--- config.mk ---
export PLATFORM = sky130hd
export DESIGN_NAME = multi_cycle_adder
export DESIGN_NICKNAME = d
export VERILOG_FILES = /design/src/rtl/multi_cycle_adder.sv
export SDC_FILE = /design/constraint.sdc
export NUM_CORES = 1
export LEC_CHECK = 0
export CORE_UTILIZATION = 50
export CTS_CLUSTER_DIAMETER = 150
export CTS_CLUSTER_SIZE = 12
export DETAILED_ROUTE_END_ITERATION = 8
export PLACE_DENSITY = 0.76
export SYNTH_ARGS = -nofsm -noshare
export SYNTH_HDL_FRONTEND = slang
export SYNTH_SLANG_ARGS = --single-unit
--- constraint.sdc ---
create_clock -name clk -period 3.9 [get_ports clk]
set_clock_uncertainty 0.1 [all_clocks]
set_input_delay 0.39 -clock clk [delete_from_list [all_inputs] [get_ports clk]]
set_output_delay 0.39 -clock clk [all_outputs]
set_load 0.005 [all_outputs]
--- src/rtl/multi_cycle_adder.sv ---
// Digit-serial adder: DIGIT bits per clock over NDIG = WIDTH/DIGIT cycles, result registered at completion.
// Optional macro ADDER_SUB_EN adds the sub port for a - b - cin (cout=0 means borrow).
//
// state  | meaning
// IDLE   | waiting for start; result outputs hold the last result
// RUN    | one digit processed per cycle, busy=1
// DONE   | one-cycle done pulse, result outputs just loaded
module multi_cycle_adder #(
  parameter int WIDTH = 16,
  parameter int DIGIT = 4
) (
  input  logic             clk,
  input  logic             rst,
  input  logic             start,
  input  logic [WIDTH-1:0] a,
  input  logic [WIDTH-1:0] b,
  input  logic             cin,
`ifdef ADDER_SUB_EN
  input  logic             sub,
`endif
  output logic             busy,
  output logic             done,
  output logic [WIDTH-1:0] sum,
  output logic             cout,
  output logic             ovf
);

  localparam int NDIG = WIDTH / DIGIT;
  localparam int KW   = (NDIG > 1) ? $clog2(NDIG) : 1;
  localparam logic [KW-1:0] K_LAST = KW'(NDIG - 1);

  typedef enum logic [1:0] {S_IDLE, S_RUN, S_DONE} state_t;

  state_t           r_state;
  logic [KW-1:0]    r_k;
  logic             r_carry;
  logic [WIDTH-1:0] r_a;
  logic [WIDTH-1:0] r_b;
  logic [WIDTH-1:0] r_acc;

  logic             w_sub_in;
  logic             w_sub_eff;
  logic [WIDTH-1:0] w_beff;
  int               w_idx;
  logic [DIGIT-1:0] w_a_dig;
  logic [DIGIT-1:0] w_b_dig;
  logic [DIGIT:0]   w_dsum;
  logic [WIDTH-1:0] w_acc_next;
  logic             w_ovf;

`ifdef ADDER_SUB_EN
  logic             r_sub;
  assign w_sub_in  = sub;
  assign w_sub_eff = r_sub;
`else
  assign w_sub_in  = 1'b0;
  assign w_sub_eff = 1'b0;
`endif

  assign w_beff = r_b ^ {WIDTH{w_sub_eff}};

  // r_acc collects finished digits so sum stays stable until the final edge
  always_comb begin
    w_idx      = int'(r_k) * DIGIT;
    w_a_dig    = r_a[w_idx +: DIGIT];
    w_b_dig    = w_beff[w_idx +: DIGIT];
    w_dsum     = {1'b0, w_a_dig} + {1'b0, w_b_dig} + {{DIGIT{1'b0}}, r_carry};
    w_acc_next = r_acc;
    w_acc_next[w_idx +: DIGIT] = w_dsum[DIGIT-1:0];
    w_ovf      = (r_a[WIDTH-1] == w_beff[WIDTH-1]) &&
                 (w_acc_next[WIDTH-1] != r_a[WIDTH-1]);
  end

  always_ff @(posedge clk) begin
    if (rst) begin
      r_state <= S_IDLE;
      r_k     <= '0;
      r_carry <= 1'b0;
      r_a     <= '0;
      r_b     <= '0;
      r_acc   <= '0;
`ifdef ADDER_SUB_EN
      r_sub   <= 1'b0;
`endif
      busy    <= 1'b0;
      done    <= 1'b0;
      sum     <= '0;
      cout    <= 1'b0;
      ovf     <= 1'b0;
    end else begin
      case (r_state)
        S_IDLE: begin
          done <= 1'b0;
          if (start) begin
            r_a     <= a;
            r_b     <= b;
`ifdef ADDER_SUB_EN
            r_sub   <= sub;
`endif
            r_k     <= '0;
            r_carry <= cin ^ w_sub_in;
            r_acc   <= '0;
            r_state <= S_RUN;
            busy    <= 1'b1;
          end
        end
        S_RUN: begin
          r_acc   <= w_acc_next;
          r_carry <= w_dsum[DIGIT];
          r_k     <= r_k + KW'(1);
          if (r_k == K_LAST) begin
            r_state <= S_DONE;
            busy    <= 1'b0;
            done    <= 1'b1;
            sum     <= w_acc_next;
            cout    <= w_dsum[DIGIT];
            ovf     <= w_ovf;
          end
        end
        S_DONE: begin
          done    <= 1'b0;
          r_state <= S_IDLE;
        end
        default: begin
          r_state <= S_IDLE;
          busy    <= 1'b0;
          done    <= 1'b0;
        end
      endcase
    end
  end

endmodule

; ---- Word level (Yosys, flattened, before mapping)
; Cells that the tools add are included.
[word_totals]
in_bits = 36
regBits = 73
[op_classes]
shifts = 4
n_eq_ne = 7
mux = 13
n_reduce_logical = 9
bitwise_logic = 2
add_sub_neg = 4
[ops]
columns = cell, n
row1 = 4-bit negation with 33-bit output, 1
row2 = "4-bit by 33-bit variable shift with 16-bit output, first input constant", 1
row3 = 4-bit by 33-bit indexed part select with 16-bit output, 1
row4 = 16-bit one-hot mux with 2 select lines, 1
row5 = 16-bit by 5-bit indexed part select with 4-bit output, 2
row6 = 16-bit bitwise mux, 1
row7 = 16-bit 2-to-1 mux, 1
row8 = 2-bit one-hot mux with 2 select lines, 2
row9 = 2-bit AND reduction, 4
row10 = 2-bit 2-to-1 mux, 3
row11 = 4-bit by 4-bit adder with 5-bit output, 1
row12 = 5-bit by 1-bit adder with 5-bit output, 1
row13 = "2-bit equality test, second input constant", 2
row14 = "2-bit inequality test, second input constant", 2
row15 = 1-bit 2-to-1 mux, 3
row16 = 1-bit one-hot mux with 3 select lines, 1
row17 = 3-bit AND reduction, 1
row18 = "2-bit by 1-bit adder with 2-bit output, second input constant", 1
row19 = "2-bit by 1-bit equality test with 1-bit output, second input constant", 1
row20 = 2-bit zero test, 1
row21 = 1-bit inverter, 2
row22 = 1-bit one-hot mux with 2 select lines, 1
row23 = 2-bit nonzero test, 1
row24 = 2-bit OR reduction, 1
row25 = other kinds (3), 3

; ---- Depth between registers and ports, before layout
; Gate-level depths: netlist (run 1).
[depth]
ltp_word = 7
depth_mapped = 10
ltp_nobuf = 9

; ---- Worst setup path after synthesis (run 1)
; OpenSTA, ideal clock, no wires.
[synth_timing]
path_kind = flip-flop to flip-flop
startpoint = register r_k[0]
endpoint = register sum[13]
required_time_ns = 3.714
arrival_ns = 2.588
setup_ns = 0.086
stages_incl_launch_ff = 9
path_slack_ns = 1.126
synth_period_minus_slack_ns = 2.774
cell_sequence = dfxtp_1 > buf_2 > mux4_2 > fa_1 > inv_1 > fa_1 > nor2_1 > a21oi_1 > a211oi_1
[synth_via]
elab_chain_len = 5
word_cells_on_any_way = 10
[synth_lines]
columns = element, line_no
row1 = "start, declared", 35  ; logic [KW-1:0] r_k;
row2 = "start signal, assigned", 110  ; r_k <= r_k + KW'(1);
row3 = 16-bit by 5-bit indexed part select with 4-bit output (on tied branches), "65, 66"
row4 = 4-bit by 4-bit adder with 5-bit output, 67  ; w_dsum = {1'b0, w_a_dig} + {1'b0, w_b_dig} + {{DIGIT{1'b0}}, r_carry};
row5 = 5-bit by 1-bit adder with 5-bit output, 67
row6 = 4-bit by 33-bit indexed part select with 16-bit output, 69  ; w_acc_next[w_idx +: DIGIT] = w_dsum[DIGIT-1:0];
row7 = 16-bit bitwise mux, 69
row8 = "end signal, assigned", 115  ; sum <= w_acc_next;
row9 = "end, declared", 23  ; output logic [WIDTH-1:0] sum,
; Several ways; a longest one is shown, not always the timed one.
; A chain may end at the register's enable or synchronous reset.

; ---- Final worst setup path (run 1)
[layout_timing]
startpoint = register r_k[0]
endpoint = register r_carry
[layout_via]
elab_chain_len = 4
word_cells_on_any_way = 5
[layout_lines]
columns = element, line_no
row1 = 16-bit by 5-bit indexed part select with 4-bit output (on tied branches), "65, 66"
row2 = 4-bit by 4-bit adder with 5-bit output *, 67
row3 = 5-bit by 1-bit adder with 5-bit output *, 67
row4 = 1-bit one-hot mux with 2 select lines *, 91  ; case (r_state)
row5 = "end signal, assigned", 101  ; r_carry <= cin ^ w_sub_in;
row6 = "end signal, assigned", 109  ; r_carry <= w_dsum[DIGIT];
row7 = "end, declared", 36  ; logic r_carry;
; Mark *: on every way between the ends. The rest lies on a longest branch, timed or not.

==> results of run 1 <==
-- flip-flops by register name, indices dropped and copies added, names as in the netlist --
| register | cells |
|---|---|
| r_state | 2 |
| r_a | 16 |
| r_k | 2 |
| sum | 16 |
| r_b | 16 |
| r_acc | 16 |
| done | 1 |
| ovf | 1 |
| r_carry | 1 |
| busy | 1 |
| cout | 1 |
-- worst min-delay path by stage --
stage	endpoint	cells after the start	slack [ns]	from
global placement	r_acc[3]	2	0.33	r_acc[3]
CTS	r_a[1]	2	0.36	r_a[1]
global route	r_a[1]	2	0.37	r_a[1]
detailed placement	r_acc[3]	2	0.34	r_acc[3]
floorplan	r_acc[0]	2	0.32	r_acc[0]
finish	r_acc[8]	2	0.35	r_acc[8]
-- worst max-delay path, cell delays in order, from the launching register on --
cell and delay (ns):
dfxtp_1 0.55, buf_4 0.28, mux4_2 0.54, fa_1 0.41, inv_1 0.09, fa_1 0.21, inv_1 0.06, a21o_1 0.16
a21oi_1 0.24, a21oi_1 0.10, o21a_1 0.17
-- cell usage in the layout (no fill, tap or decap), types with 2 or more instances in the layout --
| cell | synthesis | final |
|---|---|---|
| ha_1 | 9 | 9 |
| a22o_1 | 4 | 4 |
| and2_1 | 4 | 4 |
| clkbuf_8 | 0 | 10 |
| mux4_2 | 8 | 8 |
| xnor2_1 | 2 | 2 |
| o22ai_1 | 3 | 3 |
| nand2_1 | 76 | 76 |
| inv_1 | 12 | 12 |
| a22oi_1 | 2 | 2 |
| mux2i_1 | 4 | 4 |
| a211oi_1 | 15 | 15 |
| o21ai_0 | 11 | 11 |
| and3_1 | 3 | 3 |
| dfxtp_1 | 73 | 73 |
| buf_4 | 0 | 2 |
| a21oi_1 | 48 | 48 |
| a32o_1 | 2 | 2 |
| fa_1 | 2 | 2 |
| nor2_1 | 27 | 26 |
| clkinv_2 | 0 | 4 |
| clkdlybuf4s50_1 | 0 | 54 |
| nand3_1 | 5 | 5 |
| a21o_1 | 2 | 2 |
| nor2b_1 | 11 | 11 |
| nand2b_1 | 2 | 2 |
-- cells by family after synthesis --
| kind of cell | Yosys count |
|---|---|
| AO/OA/AOI/OAI | 92 |
| buffers and inverters | 33 |
| flip-flops | 73 |
| AND/OR/NAND/NOR | 134 |
| adder cells (fa/ha/maj) | 11 |
| multiplexers | 12 |
| XOR/XNOR | 2 |
-- metrics by stage --
step                      std cells  worst slack, ns  total power (uW)  cell area (um^2)
after global routing            484            0.671              1620              3900
after global placement          468             1.03               988              3700
after detailed placement        468            0.919               994              3700
after CTS                       484            0.916              1570              3900
final                           484            0.910              1570              3900
after floorplan                 357             1.13               920              3130
-- metal layers --
layer / track usage [%] / vias to the layer above / routed length [um]
li1: - / 1319 / -
met1: 28.1 / 1219 / 3170
met2: 38.2 / 67 / 3300
met3: 4.16 / 20 / 213
met4: 13.8 / 0 / 192
met5: 0 / - / 0
-- area by class of cell --
type,count,area (um^2),area share [%]
Multi-Input combinational cell,251,1540,39.6
Sequential cell,73,1460,37.5
Tap cell,75,93.8,2.41
Clock buffer,10,138,3.53
Inverter,12,45.0,1.16
Clock inverter,6,57.6,1.48
Timing Repair Buffer,57,561,14.4
-- power by group through the flow --
stage          clock [uW]  combinational (uW)  sequential [uW]
6_report              589                 186              791
2_1_floorplan           0                 121              800
4_1_cts               598                 187              791
3_3_place_gp            0                 181              807
3_5_place_dp            0                 186              808
5_1_grt               624                 206              794
==> impl_metrics.json, run 1 <==
{
  "cts_hold_buf": 0,
  "period_needed_ns": 2.99,
  "p_per_area_nw_per_um2": 401,
  "switching_power_uw": 399,
  "grt_pass1_wl_um": 11500,
  "r2r-end": "r_carry",
  "crit_path_max_fanout": 12,
  "synth-xor-area-share_pct": 0.560,
  "p_leak_uw": 0.00141,
  "cts_tree": "done",
  "synth_fa_ha_area_share_pct": 4.88,
  "ys_ff_latch": 73,
  "worst_ep_required_time_ns": 4.04,
  "synth_top_flop_cell": "dfxtp_1",
  "crit_end": "r_carry",
  "rsz0062_at_grt": "no",
  "nFillCells": 521,
  "synthSimpleGateAreaFrac_pct": 18.7,
  "coreArea_um2": 5990,
  "synthDistinctLibCells": 35,
  "wirelength_um": 6880,
  "grt_pass1_vias": 2542,
  "postSynthAreaPerCell_um2": 8.77,
  "critical_path_arrival_ns": 3.13,
  "muxShareOfSynthArea_pct": 7.03,
  "globalplace.congestion": 0.825,
  "rr_worst_depth": 10,
  "drc": 0,
  "cts_sinks": 73,
  "start_util_pct": 52.3,
  "dieArea_um2": 6580,
  "p_sw_share_pct": 25.5,
  "antenna_cells": 0,
  "drive_above_1_share_pct": 7.82,
  "vias": 2625,
  "area_growth_pct": 24.5,
  "wl_per_cell_um": 14.2,
  "ys_seq_area_share_pct": 46.7,
  "post-dp-hpwl_um": 4800,
  "cts_buffers": 9,
  "synth_edf_count": 0,
  "synth_nets": 404,
  "final_core_util_pct": 65.1,
  "yosysMostFrequentCell": "nand2_1",
  "drt_first_iter_violations": 124,
  "end_kind": "flip-flop",
  "cts_setup_buffers": 0,
  "path_clk_slew_ns": 0.08,
  "seq_power_share_pct": 50.5,
  "status": "finished clean",
  "startpoint_type": "flip-flop",
  "path_class": "reg2reg",
  "startpoint": "r_k[0]",
  "ir_drop_mv": 0.206,
  "post_cts_resize_count": 0,
  "io_buffers": 55,
  "drv_slew": 0,
  "yosys-top-cells-area": "dfxtp_1, nand2_1, a21oi_1",
  "tns_ns": 0,
  "min_period_over_period_pct": 76.7,
  "cap_violations": 0,
  "grt_overflow": 0,
  "holdCritPathClass": "reg2reg",
  "cts-root-buf": "clkbuf_8",
  "hold_violations": 0,
  "die_h_um": 81.1,
  "cts_htree_levels": 3,
  "io_pins": 56,
  "yosys_warnings": 0,
  "postSynthCellCount": 357,
  "ys_async_sr_fraction_pct": 0,
  "fp.dieW_um": 81.1,
  "worstReg2RegStart": "r_k[0]",
  "grtUsageTotal_pct": 23.1,
  "num_rows": 28,
  "grt_max_degree": 58,
  "synth_compound_area_share_pct": 18.0,
  "firstDrtPassIters": 4,
  "postRouteAntennaNets": 0,
  "synth_top_family_by_area": "simple AND/OR/NAND/NOR gates",
  "synth_top_cell_by_area": "dfxtp_1",
  "final_nets": 451,
  "clock_latency_ns": 0.34,
  "intPower_uw": 1170,
  "antenna_found_initial": 0,
  "whs_ns": 0.355,
  "viasPerCell": 5.42,
  "netlist.area_leader.share_pct": 46.7,
  "fmax_mhz": 334,
  "syn_area_um2": 3130,
  "tightest_slew_ns": 1.11,
  "slew_headroom_pct": 25.8,
  "clock_path_buffers": 2,
  "synth_commonest_cells": "nand2_1, dfxtp_1, a21oi_1",
  "power_frac_clock_pct": 37.6,
  "setup-violations-final": 0,
  "combinationalPowerShare_pct": 11.9,
  "r2r_slack_ns": 0.91
}
Power figures use the tool's default switching activity.
==> run 2: changes to the inputs <==
CORE_UTILIZATION = 47   (was 50)
PLACE_DENSITY = 0.75   (was 0.76)
clock period = 2.5 ns   (was 3.9 ns; I/O delays follow)
==> run 2 against run 1 <==
The run now ends with setup timing left. Count of clock-buffer cells in the layout did not move. Sequential power rose by 55%. Clock power rose by 56%. Global-route usage fell by 2.1 points. Critical path type unchanged.
==> impl_metrics.json, run 2 (synthesis results as in run 1) <==
{
  "area_growth_pct": 32.8,
  "ir_drop_mv": 0.383,
  "final_core_util_pct": 65.1,
  "antenna_found_initial": 0,
  "clock_latency_ns": 0.35,
  "final_nets": 467,
  "groute.layer.met3.usage_pct": 5.24,
  "place_ws_ns": -0.00519,
  "final_cell_mix": "nand2_1, dfxtp_1, clkdlybuf4s50_1, a21oi_1, nor2_1",
  "end_kind": "flip-flop",
  "path_class": "reg2reg",
  "status": "complete, but fails checks",
  "cap_violations": 0,
  "fin_ws_ns": -0.0542,
  "grt_overflow": 0,
  "tns_ns": -0.142,
  "cts_tree": "done",
  "tightest_slew_ns": 0.571,
  "holdCritPathClass": "in2reg",
  "clock_path_buffers": 2,
  "drt_first_iter_violations": 86,
  "dieArea_um2": 6990,
  "vias": 2683,
  "min_period_over_period_pct": 102,
  "grt.busiest_layer": "met2",
  "p_per_area_nw_per_um2": 602,
  "io_buffers": 55,
  "drive_above_1_share_pct": 15.6,
  "drc": 0,
  "postRouteAntennaNets": 0,
  "crit_path_max_fanout": 4,
  "critical_path_arrival_ns": 2.71,
  "rsz0062_at_grt": "yes",
  "period_needed_ns": 2.55,
  "nFillCells": 518,
  "post-dp-hpwl_um": 4720,
  "num_rows": 29,
  "drv_slew": 0,
  "grt_max_degree": 35,
  "cts-root-buf": "clkbuf_8",
  "grt_pass1_vias": 2582,
  "violations": "setup timing",
  "worst_ep_required_time_ns": 2.65,
  "io_pins": 56,
  "start_util_pct": 49.0,
  "startpoint_type": "flip-flop",
  "path_clk_slew_ns": 0.08,
  "whs_ns": 0.224,
  "hold_violations": 0,
  "firstDrtPassIters": 5,
  "wirelength_um": 7000,
  "globalplace.congestion": 0.793,
  "use_met2_pct": 36.7,
  "antenna_cells": 0,
  "final_common_cell": "nand2_1",
  "grtUsageTotal_pct": 21.0,
  "wl_per_cell_um": 14.0,
  "grt_pass1_wl_um": 11700,
  "setup-violations-final": 7,
  "p_leak_uw": 0.00151,
  "slew_headroom_pct": 61.9,
  "grt_use_met1_pct": 24.5,
  "cts_sinks": 73,
  "coreArea_um2": 6390,
  "postLayoutCellArea_um2": 4160,
  "cts_htree_levels": 3,
  "cts_hold_buf": 0,
  "viasPerCell": 5.36,
  "fmax_mhz": 392,
  "die_h_um": 83.6,
  "post_dp_cell_area_um2": 3820,
  "fp.dieW_um": 83.6,
  "cts_buffers": 9
}
## run 2: cell type report
type                       count  area, um^2  area share (%)
clock inverter                 5        56.3            1.35
tap                           77        96.3            2.32
sequential                    73        1470            35.2
multi-input combinational    251        1650            39.6
inverter                      12        45.0            1.08
clock buffer                  10         138            3.31
timing repair buffer          73         709            17.1
## run 2: worst max-delay path: stages (launching register included)
cell and delay, ns:
dfxtp_4 0.37, buf_6 0.13, mux4_2 0.51, fa_2 0.40, inv_2 0.08, fa_2 0.25
inv_2 0.04, a21o_1 0.16, a21oi_2 0.17, a21oi_1 0.09, o21a_1 0.16
## run 2: metrics by stage
step | instances | total power [uW]
2_1_floorplan | 357 | 1450
3_3_place_gp | 481 | 1560
5_1_grt | 501 | 2590
6_report | 501 | 2500
3_5_place_dp | 481 | 1570
4_1_cts | 499 | 2490
## run 2: what timing repair did
item                       CTS  global route
setup endpoints to repair    7            20
resized for setup            5            15
buffers inserted             3             2
gates cloned                 0             0
pin swaps                    4            11
## run 2: path summary, 6_finish.rpt
path	start	endpoint	slack, ns	cells after the start
worst min-delay path	rst	sum[1]	0.22	2
worst max-delay path	r_k[0]	r_carry	-0.05	10
worst min register to register	r_acc[7]	r_acc[7]	0.35	2
worst max register to register	r_k[0]	r_carry	-0.05	10
## run 2: where the power goes
part	switching [uW]	internal, uW	leakage (uW)
Sequential	26.2	1200	0.000595
Clock	439	480	0.0000981
Combinational	179	174	0.000817
## run 2: routing by layer
metal  share of wire [%]  vias to the layer above
met4                 2.3                        0
met3                 3.9                       18
met2                  50                       65
li1                    -                     1350
met5                   0                        -
met1                  44                     1250
